$ cat src/rtl/poly_pkg.sv
// Shared widths, FSM state type and rotate helpers for the polynomial
// normalize/unshift path.
package poly_pkg;

    localparam int POLY_W = 4;
    localparam int SEL_W  = 3;
    localparam int CNT_W  = 2;

    typedef enum logic {
        IDLE   = 1'b0,
        ROTATE = 1'b1
    } state_t;

    function automatic logic [POLY_W-1:0] rotl1(input logic [POLY_W-1:0] v);
        return {v[POLY_W-2:0], v[POLY_W-1]};
    endfunction

    function automatic logic [POLY_W-1:0] rotl_n(
        input logic [POLY_W-1:0] v,
        input logic [CNT_W-1:0]  n
    );
        logic [POLY_W-1:0] r;
        r = v;
        for (int i = 0; i < (1 << CNT_W); i++) begin
            if (i < int'(n)) begin
                r = rotl1(r);
            end
        end
        return r;
    endfunction

endpackage

$ cat src/rtl/poly_unshifter.sv
// Rebuilds a polynomial from its normalized top bits and rotate count.
// Define POLY_UNSHIFTER_FAST_EN for a single-cycle barrel-rotate build.
module poly_unshifter
    import poly_pkg::*;
#(
    parameter int STICKY_OVR = 1
) (
    input  logic             clk,
    input  logic             reset,
    input  logic [SEL_W-1:0] select_line,
    input  logic [CNT_W-1:0] i_shifter_count,
    input  logic             polynomial_zero,
    input  logic             select_line_vld,
    output logic             in_rdy,
    output logic [POLY_W-1:0] polynomial,
    output logic             polynomial_vld,
    output logic             fmt_err,
    output logic             ovr_err
);

    logic [POLY_W-1:0] base;
    logic              top_nz;
    logic              fmt_in;

    logic [POLY_W-1:0] poly_d, poly_q;
    logic              vld_d, vld_q;
    logic              fmt_d, fmt_q;

    assign base = {select_line, 1'b1};

    // Bits that would have been rotated out of the low end must be zero.
    always_comb begin
        top_nz = 1'b0;
        unique case (i_shifter_count)
            2'd0: top_nz = 1'b0;
            2'd1: top_nz = select_line[2];
            2'd2: top_nz = |select_line[2:1];
            2'd3: top_nz = |select_line;
            default: top_nz = 1'b0;
        endcase
        fmt_in = polynomial_zero ? (select_line != '0) : top_nz;
    end

    assign polynomial     = poly_q;
    assign polynomial_vld = vld_q;
    assign fmt_err        = fmt_q;

`ifdef POLY_UNSHIFTER_FAST_EN

    always_comb begin
        poly_d = poly_q;
        vld_d  = 1'b0;
        fmt_d  = 1'b0;
        if (select_line_vld) begin
            poly_d = polynomial_zero ? '0 : rotl_n(base, i_shifter_count);
            vld_d  = 1'b1;
            fmt_d  = fmt_in;
        end
    end

    always_ff @(posedge clk) begin
        if (reset) begin
            poly_q <= '0;
            vld_q  <= 1'b0;
            fmt_q  <= 1'b0;
        end else begin
            poly_q <= poly_d;
            vld_q  <= vld_d;
            fmt_q  <= fmt_d;
        end
    end

    assign in_rdy  = 1'b1;
    assign ovr_err = 1'b0;

`else

    state_t            state_d, state_q;
    logic [POLY_W-1:0] latch_d, latch_q;
    logic [CNT_W-1:0]  rem_d, rem_q;
    logic              pend_d, pend_q;
    logic              ovr_d, ovr_q;

    always_comb begin
        state_d = state_q;
        latch_d = latch_q;
        rem_d   = rem_q;
        pend_d  = pend_q;
        poly_d  = poly_q;
        vld_d   = 1'b0;
        fmt_d   = 1'b0;
        ovr_d   = (STICKY_OVR != 0) ? ovr_q : 1'b0;
        unique case (state_q)
            IDLE: begin
                if (select_line_vld) begin
                    if (polynomial_zero) begin
                        poly_d = '0;
                        vld_d  = 1'b1;
                        fmt_d  = fmt_in;
                    end else if (i_shifter_count == '0) begin
                        poly_d = base;
                        vld_d  = 1'b1;
                        fmt_d  = fmt_in;
                    end else begin
                        latch_d = rotl1(base);
                        rem_d   = i_shifter_count - 2'd1;
                        pend_d  = fmt_in;
                        state_d = ROTATE;
                    end
                end
            end
            ROTATE: begin
                // Busy: any new request is lost, including on the last cycle.
                if (select_line_vld) begin
                    ovr_d = 1'b1;
                end
                if (rem_q == '0) begin
                    poly_d  = latch_q;
                    vld_d   = 1'b1;
                    fmt_d   = pend_q;
                    state_d = IDLE;
                end else begin
                    latch_d = rotl1(latch_q);
                    rem_d   = rem_q - 2'd1;
                end
            end
            default: state_d = IDLE;
        endcase
    end

    always_ff @(posedge clk) begin
        if (reset) begin
            state_q <= IDLE;
            latch_q <= '0;
            rem_q   <= '0;
            pend_q  <= 1'b0;
            ovr_q   <= 1'b0;
            poly_q  <= '0;
            vld_q   <= 1'b0;
            fmt_q   <= 1'b0;
        end else begin
            state_q <= state_d;
            latch_q <= latch_d;
            rem_q   <= rem_d;
            pend_q  <= pend_d;
            ovr_q   <= ovr_d;
            poly_q  <= poly_d;
            vld_q   <= vld_d;
            fmt_q   <= fmt_d;
        end
    end

    assign in_rdy  = (state_q == IDLE);
    assign ovr_err = ovr_q;

`endif

endmodule

$ cat config.mk
export PLATFORM = sky130hd
export DESIGN_NAME = poly_unshifter
export DESIGN_NICKNAME = d
export VERILOG_FILES = /design/src/rtl/poly_pkg.sv /design/src/rtl/poly_unshifter.sv
export SDC_FILE = /design/constraint.sdc
export NUM_CORES = 1
export LEC_CHECK = 0
export CORE_MARGIN = 3
export CORE_UTILIZATION = 48
export CTS_CLUSTER_DIAMETER = 50
export DETAILED_ROUTE_END_ITERATION = 6
export HOLD_SLACK_MARGIN = 0.05
export PLACE_DENSITY = 0.85
export SLEW_MARGIN = 20
export SYNTH_ARGS = -nofsm -noshare
export SYNTH_HDL_FRONTEND = slang
export SYNTH_SLANG_ARGS = --single-unit
$ cat constraint.sdc
create_clock -name clk -period 1.8 [get_ports clk]
set_clock_uncertainty 0.05 [all_clocks]
set_input_delay 0.36 -clock clk [delete_from_list [all_inputs] [get_ports clk]]
set_output_delay 0.36 -clock clk [all_outputs]
set_load 0.02 [all_outputs]
==> impl_metrics.tcl, run 1 <==
set metrics [dict create \
    status "complete, no violations" \
    syn2layout_area_growth_pct 36.5 \
    clock_path_buffers 2 \
    slew_headroom_pct 78.3 \
    crit_path_max_incr_delay_ps 590 \
    muxShareOfSynthArea_pct 6.57 \
    placed_cell_area_um2 1010 \
    r2r_cells 6 \
    io_buffers 16 \
    hpwl_um 1320 \
    r2r_slack_ps 420 \
    hold_start "ovr_err" \
    peakVddDrop_uv 698 \
    drt_pre_antenna_iters 4 \
    p_total_uw 756 \
    core_um2 1400 \
    max_freq_mhz 580 \
    rows 13 \
    clk_pin_slew_ps 100 \
    post-route-period-util_pct 95.8 \
    post-route-util_pct 74.3 \
    reg2reg_to "latch_q[2]" \
    most-common-layout-cells "clkdlybuf4s50_1, dfxtp_1, buf_4" \
    die_area_um2 2100 \
    grt_pass1_vias 663 \
    synth_simple_gate_area_share_pct 19.0 \
    grt_pass1_wl_um 2810 \
    r2r_start "rem_q[0]" \
    p_leak_uw 0.000416 \
    cts-hold-fix-buffers 0 \
    dieHeight_um 45.8 \
    htree_levels 1 \
    min_path_type "flop to flop" \
    final_common_cell "clkdlybuf4s50_1" \
    synth_cell_types 22 \
    place_congestion 0.775 \
    initial_utilization_pct 54.5 \
    final.fill_count 94 \
    criticalPathCategory "flop to primary output" \
    via_per_inst 5.36 \
    cp_cell_sequence "inv_1 -> clkdlybuf4s50_1" \
    cts_tree "built" \
    antenna_found_initial 0 \
    crit_fanout 5 \
    synth_area_per_cell_um2 9.18 \
    final_antenna_net_count 0 \
    setup_viol 0 \
    multi_input_area_um2 412 \
    start_kind "flop" \
    hold_viol 0 \
    critical_path.top_delay_family "buffers and inverters" \
    postCtsSetupRepairBufs 0 \
    cp.required_ps 1390 \
    slowest_stage "clkdlybuf4s50_1" \
    synth_seq_area_share_pct 39.4 \
    grt_overflow 0 \
    regArea_um2 302 \
    tightest_slew_ps 326 \
    root_buffer "clkbuf_4" \
    whs_ps 429 \
    ys_ff_latch 15 \
    drc 0 \
    synth_area_um2 762 \
    critPathCaptureType "primary output" \
    clock_insertion_delay_worst_skew_ps 300 \
    grt.total_usage_pct 18.5 \
    synth_top_family_by_area "compound AO/OA/AOI/OAI gates" \
    finalCriticalPeriod_ps 1720 \
    pwr_density_cell_nw_per_um2 727 \
    synth_fa_ha_area_share_pct 8.21 \
    design_area_um2 1040 \
    netlist_instances 83 \
    drive_gt1_share_pct 21.4 \
    antenna_cells 0 \
    synth_compound_area_share_pct 19.9 \
    drv_cap 0 \
    grt_start_max_net_pins 16 \
    fin_nets 127 \
    synth_warnings 0 \
    yosys.area_share.xor_xnor_pct 0 \
    cts.sinks 15 \
    rsz0062_at_grt "no" \
    holdPathStages 2 \
    worstPathArrival_ps 1310 \
    wirelength_um 1690 \
    syn_nets 97 \
    vias 681 \
    ios 17 \
    avgRoutedWirePerCell_um 13.3 \
    drt-initial-drc-count 20 \
    critPathBufInv 2 \
    holdPathEnd "ovr_err" \
    die_width_um 45.8 \
    cts-buffers-inserted 3 \
    maxSlewViolCount 0 \
]
-- worst max path at each step --
stage	cells after the start	slack [ps]	startpoint	end
floorplan	7	240	i_shifter_count[0]	latch_q[2]
global placement	7	-140	i_shifter_count[0]	latch_q[2]
detailed placement	7	-230	i_shifter_count[0]	latch_q[2]
CTS	7	70	i_shifter_count[0]	latch_q[2]
global route	7	4	i_shifter_count[1]	polynomial[2]
finish	2	80	state_q	in_rdy
-- cells by family after synthesis --
| logic type | count (synthesis) |
|---|---|
| flops | 15 |
| mux | 5 |
| compound gates | 21 |
| simple gates | 27 |
| buf+inv | 10 |
| fa+ha+maj | 5 |
-- flip-flops by register name, indices dropped and copies added (netlist names) --
signal	cells
fmt_err	1
rem_q	2
ovr_err	1
latch_q	4
polynomial	4
polynomial_vld	1
pend_q	1
state_q	1
-- worst reg2reg max path, delay by kind of cell (launching register included) --
family          cells  cell delay (ps)
buf+inv             2              230
flops               1              310
fa+ha+maj           1              220
simple gates        2              350
compound gates      1              160
-- cells in the mapped netlist, drive strengths merged --
master	number	area (um2)
nor2	12	45.0
or3	1	6.26
clkbuf	2	7.51
dfxtp	15	300
o211ai	1	7.51
a21oi	8	40.0
nor3	3	15.0
ha	5	62.6
a22oi	3	22.5
nand2	2	7.51
a211oi	7	67.6
nand2b	1	6.26
nor4b	1	23.8
nor2b	4	25.0
mux2i	5	50.1
o21ai	2	13.8
or2	1	6.26
buf	2	22.5
inv	6	22.5
nand3	2	10.0
-- layout make-up --
| class | count | share of cell area [%] |
|---|---|---|
| clock inverters | 1 | 0.481 |
| flip-flops and latches | 15 | 29.0 |
| multi-input cells | 58 | 39.6 |
| repair buffers | 29 | 24.8 |
| clock buffers | 3 | 2.17 |
| well taps | 15 | 1.81 |
| inverters | 6 | 2.17 |
-- metal layers --
metal | part of all wire [%] | vias to the layer above | global-route usage (%)
li1 | - | 348 | -
met1 | 46 | 310 | 21.8
met2 | 47 | 21 | 31.0
met3 | 5.8 | 2 | 5.93
met4 | 1.0 | 0 | 6.25
met5 | 0 | - | 0
-- through the flow --
| stage | worst slack, ps | setup TNS [ps] | instances |
|---|---|---|---|
| floorplan | 241 | 0 | 83 |
| global placement | -144 | -1210 | 123 |
| detailed placement | -226 | -2050 | 123 |
| CTS | 66.5 | 0 | 127 |
| global route | 3.80 | 0 | 127 |
| finish | 76.3 | 0 | 127 |
-- where the power goes --
part           internal, uW  switching, uW  total, uW
Clock                  82.9            117        200
Sequential              356           14.1        370
Combinational          95.8           89.8        186
Total                   534            221        756
-- timing repair --
item	4_1_cts	5_1_grt
pin swaps	0	0
gates resized for setup	1	1
setup endpoints to repair	1	1
(Power assumes the default switching activity.)
==> run 2: changes to the inputs <==
- CELL_PAD_IN_SITES_DETAIL_PLACEMENT: default -> 1
- CELL_PAD_IN_SITES_GLOBAL_PLACEMENT: default -> 1
- CORE_UTILIZATION: 48 -> 36
- PLACE_DENSITY: 0.85 -> 0.84
- REMOVE_ABC_BUFFERS: default -> 1
==> impl_metrics.tcl, run 2 (synthesized netlist as in run 1, its figures left out) <==
set metrics [dict create \
    via_per_inst 5.00 \
    slew_headroom_pct 78.6 \
    max_freq_mhz 576 \
    syn2layout_area_growth_pct 37.4 \
    grt_start_max_net_pins 16 \
    critPathCaptureType "primary output" \
    min_path_type "flop to flop" \
    maxSlewViolCount 0 \
    holdPathEnd "fmt_err" \
    final_common_cell "clkdlybuf4s50_1" \
    cts-buffers-inserted 3 \
    crit_fanout 8 \
    ios 17 \
    r2r_cells 7 \
    criticalPathCategory "flop to primary output" \
    antenna_found_initial 0 \
    tightest_slew_ps 321 \
    core_um2 1980 \
    antenna_cells 0 \
    reg2reg_to "rem_q[0]" \
    hold_start "pend_q" \
    r2r_slack_ps 430 \
    grt_pass1_vias 712 \
    hpwl_um 1490 \
    root_buffer "clkbuf_4" \
    r2r_start "rem_q[0]" \
    grt_overflow 0 \
    holdPathStages 2 \
    wirelength_um 1800 \
    cp.required_ps 1390 \
    clock_path_buffers 2 \
    place_congestion 0.831 \
    avgRoutedWirePerCell_um 13.0 \
    rows 16 \
    hold_viol 0 \
    p_leak_uw 0.000410 \
    cts.sinks 15 \
    finalCriticalPeriod_ps 1740 \
    clock_insertion_delay_worst_skew_ps 280 \
    post-route-period-util_pct 96.5 \
    place_ws_ps -291 \
    clk_pin_slew_ps 90 \
    worstPathArrival_ps 1330 \
    post-route-util_pct 52.8 \
    drv_cap 0 \
    drc 0 \
    pwr_density_cell_nw_per_um2 717 \
    htree_levels 1 \
    layout_setup_ws_ps 62.7 \
    io_buffers 16 \
    cts-hold-fix-buffers 0 \
    grt_pass1_wl_um 3020 \
    status "complete, no violations" \
    fin_nets 126 \
    setup_viol 0 \
    dieHeight_um 52.0 \
    most-common-layout-cells "clkdlybuf4s50_1, dfxtp_1, nor2_1, buf_4, a21oi_1" \
    die_width_um 52.0 \
    drt_pre_antenna_iters 4 \
    start_kind "flop" \
    vias 690 \
    final_antenna_net_count 0 \
    initial_utilization_pct 38.4 \
    grt.total_usage_pct 15.2 \
    peakVddDrop_uv 381 \
    die_area_um2 2700 \
    drt-initial-drc-count 9 \
    drive_gt1_share_pct 20.7 \
    cts_tree "built" \
]
run 2: cell count changes in the layout (fill, tap and decap cells not counted), sizes merged:
cell,before,now
buf,13,12
run 2: critical path, cell delays in order (launching register included):
cell             delay [ps]
dfxtp_2                 390
inv_1                    70
clkdlybuf4s50_1         590
run 2: metal layers:
metal / up-vias / wire length (um) / GRT usage [%]
li1: 345 / - / -
met3: 4 / 74 / 3.44
met2: 16 / 918 / 27.4
met1: 325 / 787 / 17.2
met4: 0 / 18 / 5.24
met5: - / 0 / 0
run 2: how the worst max path moves through the flow:
stage | from | depth (start not counted) | to
floorplan | state_q | 4 | latch_q[0]
global placement | i_shifter_count[0] | 7 | latch_q[0]
detailed placement | i_shifter_count[0] | 7 | latch_q[2]
CTS | i_shifter_count[0] | 7 | latch_q[2]
global route | i_shifter_count[1] | 7 | polynomial[2]
finish | state_q | 2 | in_rdy
run 2: where the power goes:
part / leakage [uW] / switching (uW) / total, uW / internal, uW
clock network: 0.0000177 / 112 / 195 / 82.4
registers: 0.000124 / 14.9 / 371 / 356
logic: 0.000269 / 91.1 / 186 / 94.8
total: 0.000410 / 218 / 751 / 533
run 2: final cells by class:
class	count	area, um2
multi-input combinational	58	412
sequential	15	302
fill	225	935
timing repair buffer	28	250
tap	27	33.8
clock buffer	3	22.5
inverter	6	22.5
clock inverter	1	5.00
run 2: what timing repair did:
item                       in CTS  in global routing
pin swaps                       0                  1
cloned                          0                  0
setup buffers                   0                  1
gates resized for setup         1                  1
setup endpoints to repair       1                  6
run 2: metrics by stage:
step / cells / hold slack [ps] / instance area [um2] / setup TNS [ps] / total power [uW]
after floorplan: 79 / 375 / 732 / 0 / 468
after global placement: 133 / 412 / 1010 / -1550 / 552
after detailed placement: 133 / 428 / 1010 / -2450 / 562
after CTS: 137 / 441 / 1040 / 0 / 754
after global routing: 138 / 453 / 1050 / -29.6 / 794
final: 138 / 436 / 1050 / 0 / 751
